[config.mk]
export PLATFORM = sky130hd
export DESIGN_NAME = hazard_ctrl
export DESIGN_NICKNAME = d
export VERILOG_FILES = /design/src/rtl/hazard_pkg.sv /design/src/rtl/hazard_match.sv /design/src/rtl/hazard_ctrl.sv
export SDC_FILE = /design/constraint.sdc
export NUM_CORES = 1
export LEC_CHECK = 0
export CAP_MARGIN = 25
export CORE_UTILIZATION = 52
export CTS_BUF_LIST = sky130_fd_sc_hd__clkbuf_16
export CTS_CLUSTER_SIZE = 8
export DETAILED_ROUTE_END_ITERATION = 10
export PLACE_DENSITY = 0.93
export SYNTH_ARGS = -nofsm -noshare
export SYNTH_HDL_FRONTEND = slang
export SYNTH_SLANG_ARGS = --single-unit
[constraint.sdc]
create_clock -name CLK -period 5.5 [get_ports CLK]
set_clock_uncertainty 0.05 [all_clocks]
set_input_delay 1.1 -clock CLK [delete_from_list [all_inputs] [get_ports CLK]]
set_output_delay 1.1 -clock CLK [all_outputs]
set_load 0.02 [all_outputs]
[src/rtl/hazard_pkg.sv]
// rtl/hazard_pkg.sv - shared encodings and stage tracking record for hazard_ctrl
package hazard_pkg;

    localparam int REG_W = 5;

    localparam logic [1:0] FWD_RF  = 2'b00;
    localparam logic [1:0] FWD_MEM = 2'b01;
    localparam logic [1:0] FWD_WB  = 2'b10;

    typedef struct packed {
        logic             valid;
        logic [REG_W-1:0] rd;
        logic             we;
        logic             load;
    } stage_t;

endpackage

[src/rtl/hazard_match.sv]
// rtl/hazard_match.sv - producer/consumer register match for one stage and one source
module hazard_match
    import hazard_pkg::*;
(
    input  stage_t           stg,
    input  logic [REG_W-1:0] src,
    input  logic             use_src,
    input  logic             load_only,
    output logic             hit
);

    // x0 is hardwired zero, so a write to it is never a real producer
    assign hit = stg.valid && stg.we && (stg.rd != '0) && (stg.rd == src) && use_src
                 && (!load_only || stg.load);

endmodule

[src/rtl/hazard_ctrl.sv]
// rtl/hazard_ctrl.sv - RV32I five-stage hazard controller; HAZARD_FORWARD_EN enables EX operand forwarding
module hazard_ctrl
    import hazard_pkg::*;
#(
    parameter int XLEN_REGS = REG_W
) (
    input  logic                 CLK,
    input  logic                 RST,
    input  logic                 id_valid,
    input  logic [XLEN_REGS-1:0] id_rs1,
    input  logic [XLEN_REGS-1:0] id_rs2,
    input  logic                 id_use_rs1,
    input  logic                 id_use_rs2,
    input  logic [XLEN_REGS-1:0] id_rd,
    input  logic                 id_reg_write,
    input  logic                 id_is_load,
    input  logic                 ex_redirect,
    output logic                 stall,
    output logic                 bubble,
    output logic                 flush,
    output logic [1:0]           fwd_a,
    output logic [1:0]           fwd_b,
    output logic [31:0]          stall_cnt,
    output logic [31:0]          flush_cnt
);

    stage_t      ex_q, ex_d, mem_q, mem_d;
    logic [31:0] stall_cnt_q, stall_cnt_d, flush_cnt_q, flush_cnt_d;
    logic        stall_w, flush_w;
    logic        id1_ex_hit, id2_ex_hit;

`ifdef HAZARD_FORWARD_EN
    localparam logic ID_LOAD_ONLY = 1'b1;
    stage_t               wb_q, wb_d;
    logic [XLEN_REGS-1:0] ex_rs1_q, ex_rs1_d, ex_rs2_q, ex_rs2_d;
    logic                 ex_use1_q, ex_use1_d, ex_use2_q, ex_use2_d;
    logic                 a_mem_hit, a_wb_hit, b_mem_hit, b_wb_hit;
`else
    localparam logic ID_LOAD_ONLY = 1'b0;
    logic                 id1_mem_hit, id2_mem_hit;
`endif

    hazard_match u_id1_ex (.stg(ex_q), .src(id_rs1), .use_src(id_valid && id_use_rs1),
                           .load_only(ID_LOAD_ONLY), .hit(id1_ex_hit));
    hazard_match u_id2_ex (.stg(ex_q), .src(id_rs2), .use_src(id_valid && id_use_rs2),
                           .load_only(ID_LOAD_ONLY), .hit(id2_ex_hit));

    assign flush_w = ex_redirect;

`ifdef HAZARD_FORWARD_EN
    hazard_match u_a_mem (.stg(mem_q), .src(ex_rs1_q), .use_src(ex_q.valid && ex_use1_q),
                          .load_only(1'b0), .hit(a_mem_hit));
    hazard_match u_a_wb  (.stg(wb_q),  .src(ex_rs1_q), .use_src(ex_q.valid && ex_use1_q),
                          .load_only(1'b0), .hit(a_wb_hit));
    hazard_match u_b_mem (.stg(mem_q), .src(ex_rs2_q), .use_src(ex_q.valid && ex_use2_q),
                          .load_only(1'b0), .hit(b_mem_hit));
    hazard_match u_b_wb  (.stg(wb_q),  .src(ex_rs2_q), .use_src(ex_q.valid && ex_use2_q),
                          .load_only(1'b0), .hit(b_wb_hit));

    // only a load in EX can't be forwarded in time; a redirect kills the consumer anyway
    assign stall_w = (id1_ex_hit || id2_ex_hit) && !flush_w;

    always_comb begin
        wb_d      = mem_q;
        ex_rs1_d  = id_rs1;
        ex_rs2_d  = id_rs2;
        ex_use1_d = id_use_rs1;
        ex_use2_d = id_use_rs2;
        fwd_a     = FWD_RF;
        fwd_b     = FWD_RF;
        if (a_mem_hit) begin
            fwd_a = FWD_MEM;
        end else if (a_wb_hit) begin
            fwd_a = FWD_WB;
        end
        if (b_mem_hit) begin
            fwd_b = FWD_MEM;
        end else if (b_wb_hit) begin
            fwd_b = FWD_WB;
        end
    end

    always_ff @(posedge CLK) begin
        if (RST) begin
            wb_q      <= '0;
            ex_rs1_q  <= '0;
            ex_rs2_q  <= '0;
            ex_use1_q <= 1'b0;
            ex_use2_q <= 1'b0;
        end else begin
            wb_q      <= wb_d;
            ex_rs1_q  <= ex_rs1_d;
            ex_rs2_q  <= ex_rs2_d;
            ex_use1_q <= ex_use1_d;
            ex_use2_q <= ex_use2_d;
        end
    end
`else
    hazard_match u_id1_mem (.stg(mem_q), .src(id_rs1), .use_src(id_valid && id_use_rs1),
                            .load_only(1'b0), .hit(id1_mem_hit));
    hazard_match u_id2_mem (.stg(mem_q), .src(id_rs2), .use_src(id_valid && id_use_rs2),
                            .load_only(1'b0), .hit(id2_mem_hit));

    // without bypass paths the consumer waits until its producer reaches the write-through WB
    assign stall_w = (id1_ex_hit || id2_ex_hit || id1_mem_hit || id2_mem_hit) && !flush_w;
    assign fwd_a   = FWD_RF;
    assign fwd_b   = FWD_RF;
`endif

    always_comb begin
        ex_d        = '0;
        ex_d.valid  = id_valid && !stall_w && !flush_w;
        ex_d.rd     = id_rd;
        ex_d.we     = id_reg_write;
        ex_d.load   = id_is_load;
        mem_d       = ex_q;
        stall_cnt_d = stall_cnt_q + {31'd0, stall_w};
        flush_cnt_d = flush_cnt_q + {31'd0, flush_w};
    end

    always_ff @(posedge CLK) begin
        if (RST) begin
            ex_q        <= '0;
            mem_q       <= '0;
            stall_cnt_q <= '0;
            flush_cnt_q <= '0;
        end else begin
            ex_q        <= ex_d;
            mem_q       <= mem_d;
            stall_cnt_q <= stall_cnt_d;
            flush_cnt_q <= flush_cnt_d;
        end
    end

    assign stall     = stall_w;
    assign bubble    = stall_w;
    assign flush     = flush_w;
    assign stall_cnt = stall_cnt_q;
    assign flush_cnt = flush_cnt_q;

endmodule

Word-level counts from Yosys, hierarchy flattened
Cells that the tools add are included.
W data, S select, Z words.
- reduce and logical (&&, ||, !) cells: 24
- eq/ne operators: 4
- add/sub/neg operators: 2
- operators by type and width (cell ; number):
    $add A32 B1 Y32 ; 2
    $eq A5 B5 Y1 ; 4
    $logic_and A1 B1 Y1 ; 17
    $reduce_bool A5 Y1 ; 2
    $logic_or A1 B1 Y1 ; 3
    $logic_not A1 Y1 ; 2
- word-level logic and storage cells: 38
- register bits: 78
- output and inout bits: 71

Longest topological paths before layout
- depth after elaboration: 11
- gate-level depth with buffers: 12
- gate-level depth less buffers: 12

Cells and area by module
A second synthesis with hierarchy kept.
- cell total of the unflattened synthesis: 442
- area total of the unflattened synthesis: 3903.7 um^2
- by module, submodules not included (module ; instances ; cells an instance ; area each (um^2)):
    hazard_ctrl ; 1 ; 394 ; 3528.4
    hazard_match ; 4 ; 12 ; 93.8

Least setup slack after synthesis
No wires, ideal clock.
- kind: input-to-reg
- start: input id_rs2[2]
- end: register stall_cnt_q[24], in the netlist stall_cnt[24]
- path slack: 1.651 ns
- stages: 12
- required time: 5.322 ns
- library setup time: 0.128 ns
- arrival: 3.671 ns
- path through: xnor2_1 nand4_1 o22ai_1 a22oi_1 nor3b_1 ha_1 ha_1 and4_1 nand4_1 nor4_1 xnor2_1 nor2_1
- cells in the longest elaborated chain, start to end: 8
- elaborated cells between the ends (all ways): 11
- classes of those cells: add/sub: 1; eq/ne: 2; reduce/logical: 8
- RTL lines (what ; line ; text):
    start, declared ; hazard_ctrl.sv:11 ; input logic [XLEN_REGS-1:0] id_rs2,
    $eq A5 B5 Y1 ; hazard_match.sv:13 ; assign hit = stg.valid && stg.we && (stg.rd != '0) && (stg.rd == src) && use_src
    $logic_and A1 B1 Y1 (2 in series) ; hazard_match.sv:13 ;
    $logic_or A1 B1 Y1 (2 in series) ; hazard_ctrl.sv:105 ; assign stall_w = (id1_ex_hit || id2_ex_hit || id1_mem_hit || id2_mem_hit) && !flush_w;
    $logic_or A1 B1 Y1 * ; hazard_ctrl.sv:105 ;
    $logic_and A1 B1 Y1 * ; hazard_ctrl.sv:105 ;
    named net bubble ; hazard_ctrl.sv:19 ; output logic bubble,
    $add A32 B1 Y32 * ; hazard_ctrl.sv:117 ; stall_cnt_d = stall_cnt_q + {31'd0, stall_w};
    end signal, assigned ; hazard_ctrl.sv:130 ; stall_cnt_q <= stall_cnt_d;
    end, declared ; hazard_ctrl.sv:28 ; logic [31:0] stall_cnt_q, stall_cnt_d, flush_cnt_q, flush_cnt_d;
Mark *: on every way through the listed nets, which the timed path passes. The rest lies on a longest branch.
A chain may end at the register's enable or synchronous reset.

Final worst setup path
- start: input id_rs2[3]
- end: output stall
- cells in the longest elaborated chain, start to end: 7
- elaborated cells between the ends (all ways): 10
- classes of those cells: eq/ne: 2; reduce/logical: 8
- RTL lines (what ; line ; text):
    $eq A5 B5 Y1 ; hazard_match.sv:13 ;
    $logic_and A1 B1 Y1 (2 in series) ; hazard_match.sv:13 ;
    $logic_or A1 B1 Y1 (2 in series) ; hazard_ctrl.sv:105 ;
    $logic_or A1 B1 Y1 * ; hazard_ctrl.sv:105 ;
    $logic_and A1 B1 Y1 * ; hazard_ctrl.sv:105 ;
    end, declared ; hazard_ctrl.sv:18 ; output logic stall,
Every way passes the cells marked *; elsewhere a longest branch is shown, timed or not.

==> results.ini <==
[run_status]
run_status = finished, violations left
violations = design-rule violations

[yosys]
synth-edff-count = 0
ys_ff_latch = 78
synthDistinctLibCells = 33
post_synth_main_area_contributors = dfxtp_1 44%, xnor2_1 11%, xor2_1 7.2%
ys.flop_type = dfxtp_1
mapped_cell_area_um2 = 3540
syn_area_per_cell_um2 = 8.92
post_synth_inst_count = 397
yosysWarnings = 0
synth_seq_area_share_pct = 44.1
yosys.area.top_type_share_pct = 44.1
post-synth-top-area-cell = dfxtp_1
synthArstFlopShare_pct = 0

[setup_path]
worstSetupEndpointType = output port
setup.reg_to_reg.worst_slack_ps = 1970
required_time_of_the_critical_path_ps = 4350
rr_worst_depth = 12
critical-path-max-stage-delay_ps = 720
critical_path.most_common_cell = clkdlybuf4s50_1
crit_arrival_ps = 3460
timing.rr.start = ex_q[5]
criticalPathCategory = in2out
critPathLaunchType = primary input
timing.critical_path.cells = clkdlybuf4s50_1, xnor2_1, nand4_1, o22ai_1, a22oi_1, nor3b_1, clkdlybuf4s50_1
setup.worst_path.end = stall
crit_path_max_fanout = 3
critical-path-slowest-cell = clkdlybuf4s50_1
cp-startpoint = id_rs2[3]
rr_endpoint = stall_cnt[28]

[finish]
post_route_cells_drive_above_1_share_pct = 4.96
final_nets = 506
insertedDiodeCount = 0
areaGrowthSynthToFinish_pct = 33.7
layout_common_cells = 87 x clkdlybuf4s50_1, 78 x dfxtp_1, 64 x nor2_1
layout_commonest_cell = clkdlybuf4s50_1
n_fill_cell = 471

[power]
sequential_share_of_power_pct = 45.9
pwr-share-comb_pct = 4.7
power_density_nw_per_um2 = 266
vdd_drop_max_uv = 212
swShare_pct = 20.8
power.net_switching_mw = 0.261
clkPwrFrac_pct = 49.4
leakage_power_figure_nw = 1.63
power.internal_mw = 0.996

[cts]
clock_tree.htree_level_count = 3
post-cts-setup-buffer-count = 0
clkTransAtPathRegs_ps = 60
clock_tree.root_cell = clkbuf_16
cts-resized-gates = 0
worst_skew_pair.late_latency_ps = 330
cts_made_buffers = 9
tritoncts_num_sinks = 78
cts_tree = done
cts_hold_buf = 0
cts.path.max_buffers = 2

[drt]
vias = 3083
number_of_drc_markers_after_the_initial_detailed_route_iteration = 119
drt_pass1_iterations = 8
drc_errors = 5
wl_per_cell_um = 14.7
detail_route.vias_per_cell = 5.50
drt-total-wl_mm = 8.22
route.antenna.remaining_nets = 0

[timing]
fin_tns_setup_ps = 0
worst_slew_margin_rel_pct = 33.9
rsz0062_at_grt = false
final.min_clock_period_ps = 4610
finalCritPeriodShare_pct = 83.9
worst_slew_pin_slew_ps = 988
final_hold_viol_count = 0
timing.final.setup_violations = 0
fin_hold_ws_ps = 455
max_freq_ghz = 0.217
slew_viol_final = 0

[flow_run]
cap_viol_max_count = 0

[die]
design.portCount = 94
die_width_um = 84.5
die-area_um2 = 7140
die_h_um = 84.5
core_region_area_um2 = 6460
row_count = 29
effective_utilization_at_floorplan_pct = 54.8

[grt]
globalRouteOverflowTotal = 0
antenna_found_initial = 0
groute.usage.overall_pct = 23.9
largest_net_degree_at_the_start_of_global_routing = 79
first_global_vias = 2957
grt_first_pass_wirelength_mm = 13.6

[place]
dp_hpwl_mm = 5.59
io_buffer_count = 88
globalplace.congestion = 0.840

[worst_hold_path]
worstHoldPathType = reg2reg

[worst min path at each step]
stage	start	endpoint	slack, ps	cells past startpoint
floorplan	ex_q[7]	mem_q[7]	390	1
global placement	ex_q[7]	mem_q[7]	400	1
detailed placement	ex_q[7]	mem_q[7]	410	1
CTS	ex_q[1]	mem_q[1]	450	1
global route	ex_q[1]	mem_q[1]	460	1
finish	ex_q[1]	mem_q[1]	450	1
[state kept, by name (all words and copies together), names as in the netlist]
| signal | cells |
|---|---|
| stall_cnt | 32 |
| mem_q | 7 |
| flush_cnt | 32 |
| ex_q | 7 |
[cell usage after synthesis, types with 8 or more instances]
master and count:
and3_1 9, and4_1 8, clkbuf_1 12, dfxtp_1 78
inv_1 9, nand2_1 21, nand3_1 23, nand4_1 24
nor2_1 64, nor2b_1 17, xnor2_1 46, xor2_1 29
[kinds of logic (layout without fill, tap and decap cells)]
family                     Yosys count  count (layout)  synth area share (%)
other                                1               4                 0.106
adders and majority gates            4               4                  1.41
DFF                                 78              78                  44.1
buffers and inverters               30             114                  4.10
and+or+nand+nor                    194             194                  29.2
AOI/OAI and AO/OA                   15              15                  2.54
xor gates and xnor gates            75              75                  18.6
[power groups by stage]
stage | Clock, mW | Sequential [mW] | Combinational (mW)
2_1_floorplan | 0 | 0.590 | 0.0334
3_3_place_gp | 0 | 0.589 | 0.0564
5_1_grt | 0.657 | 0.578 | 0.0630
3_5_place_dp | 0 | 0.590 | 0.0581
6_report | 0.621 | 0.578 | 0.0590
4_1_cts | 0.628 | 0.577 | 0.0590
[worst max-delay path, delay by kind of cell]
| family | cells | cell delay, ps |
|---|---|---|
| AND/OR/NAND/NOR | 2 | 630 |
| XOR/XNOR | 1 | 150 |
| buffers and inverters | 2 | 1260 |
| AO/OA/AOI/OAI | 2 | 330 |
[cell type report]
| type | instances | area (µm²) | area share [%] |
|---|---|---|---|
| Clock buffer | 9 | 225 | 4.76 |
| Clock inverter | 7 | 88.8 | 1.88 |
| Inverter | 9 | 33.8 | 0.714 |
| Multi-Input combinational cell | 292 | 1840 | 39.0 |
| Sequential cell | 78 | 1560 | 33.0 |
| Tap cell | 77 | 96.3 | 2.04 |
| Timing Repair Buffer | 89 | 883 | 18.7 |
[metrics by stage]
step | instances | cell area, µm² | power (mW) | utilization (%) | setup WS [ps]
finish | 561 | 4730 | 1.26 | 73.3 | 886
global route | 561 | 4730 | 1.30 | 73.3 | 811
CTS | 561 | 4730 | 1.26 | 73.3 | 871
detailed placement | 545 | 4420 | 0.648 | 68.4 | 836
global placement | 545 | 4420 | 0.646 | 68.4 | 958
floorplan | 400 | 3550 | 0.623 | - | 1650
[per-layer routing]
| metal | routed length, µm | up-vias | global-route usage [%] |
|---|---|---|---|
| met4 | 237 | 0 | 13.1 |
| li1 | - | 1498 | - |
| met5 | 0 | - | 0 |
| met3 | 421 | 22 | 4.82 |
| met1 | 3500 | 1461 | 28.8 |
| met2 | 4060 | 102 | 39.9 |
(Power assumes the default switching activity.)
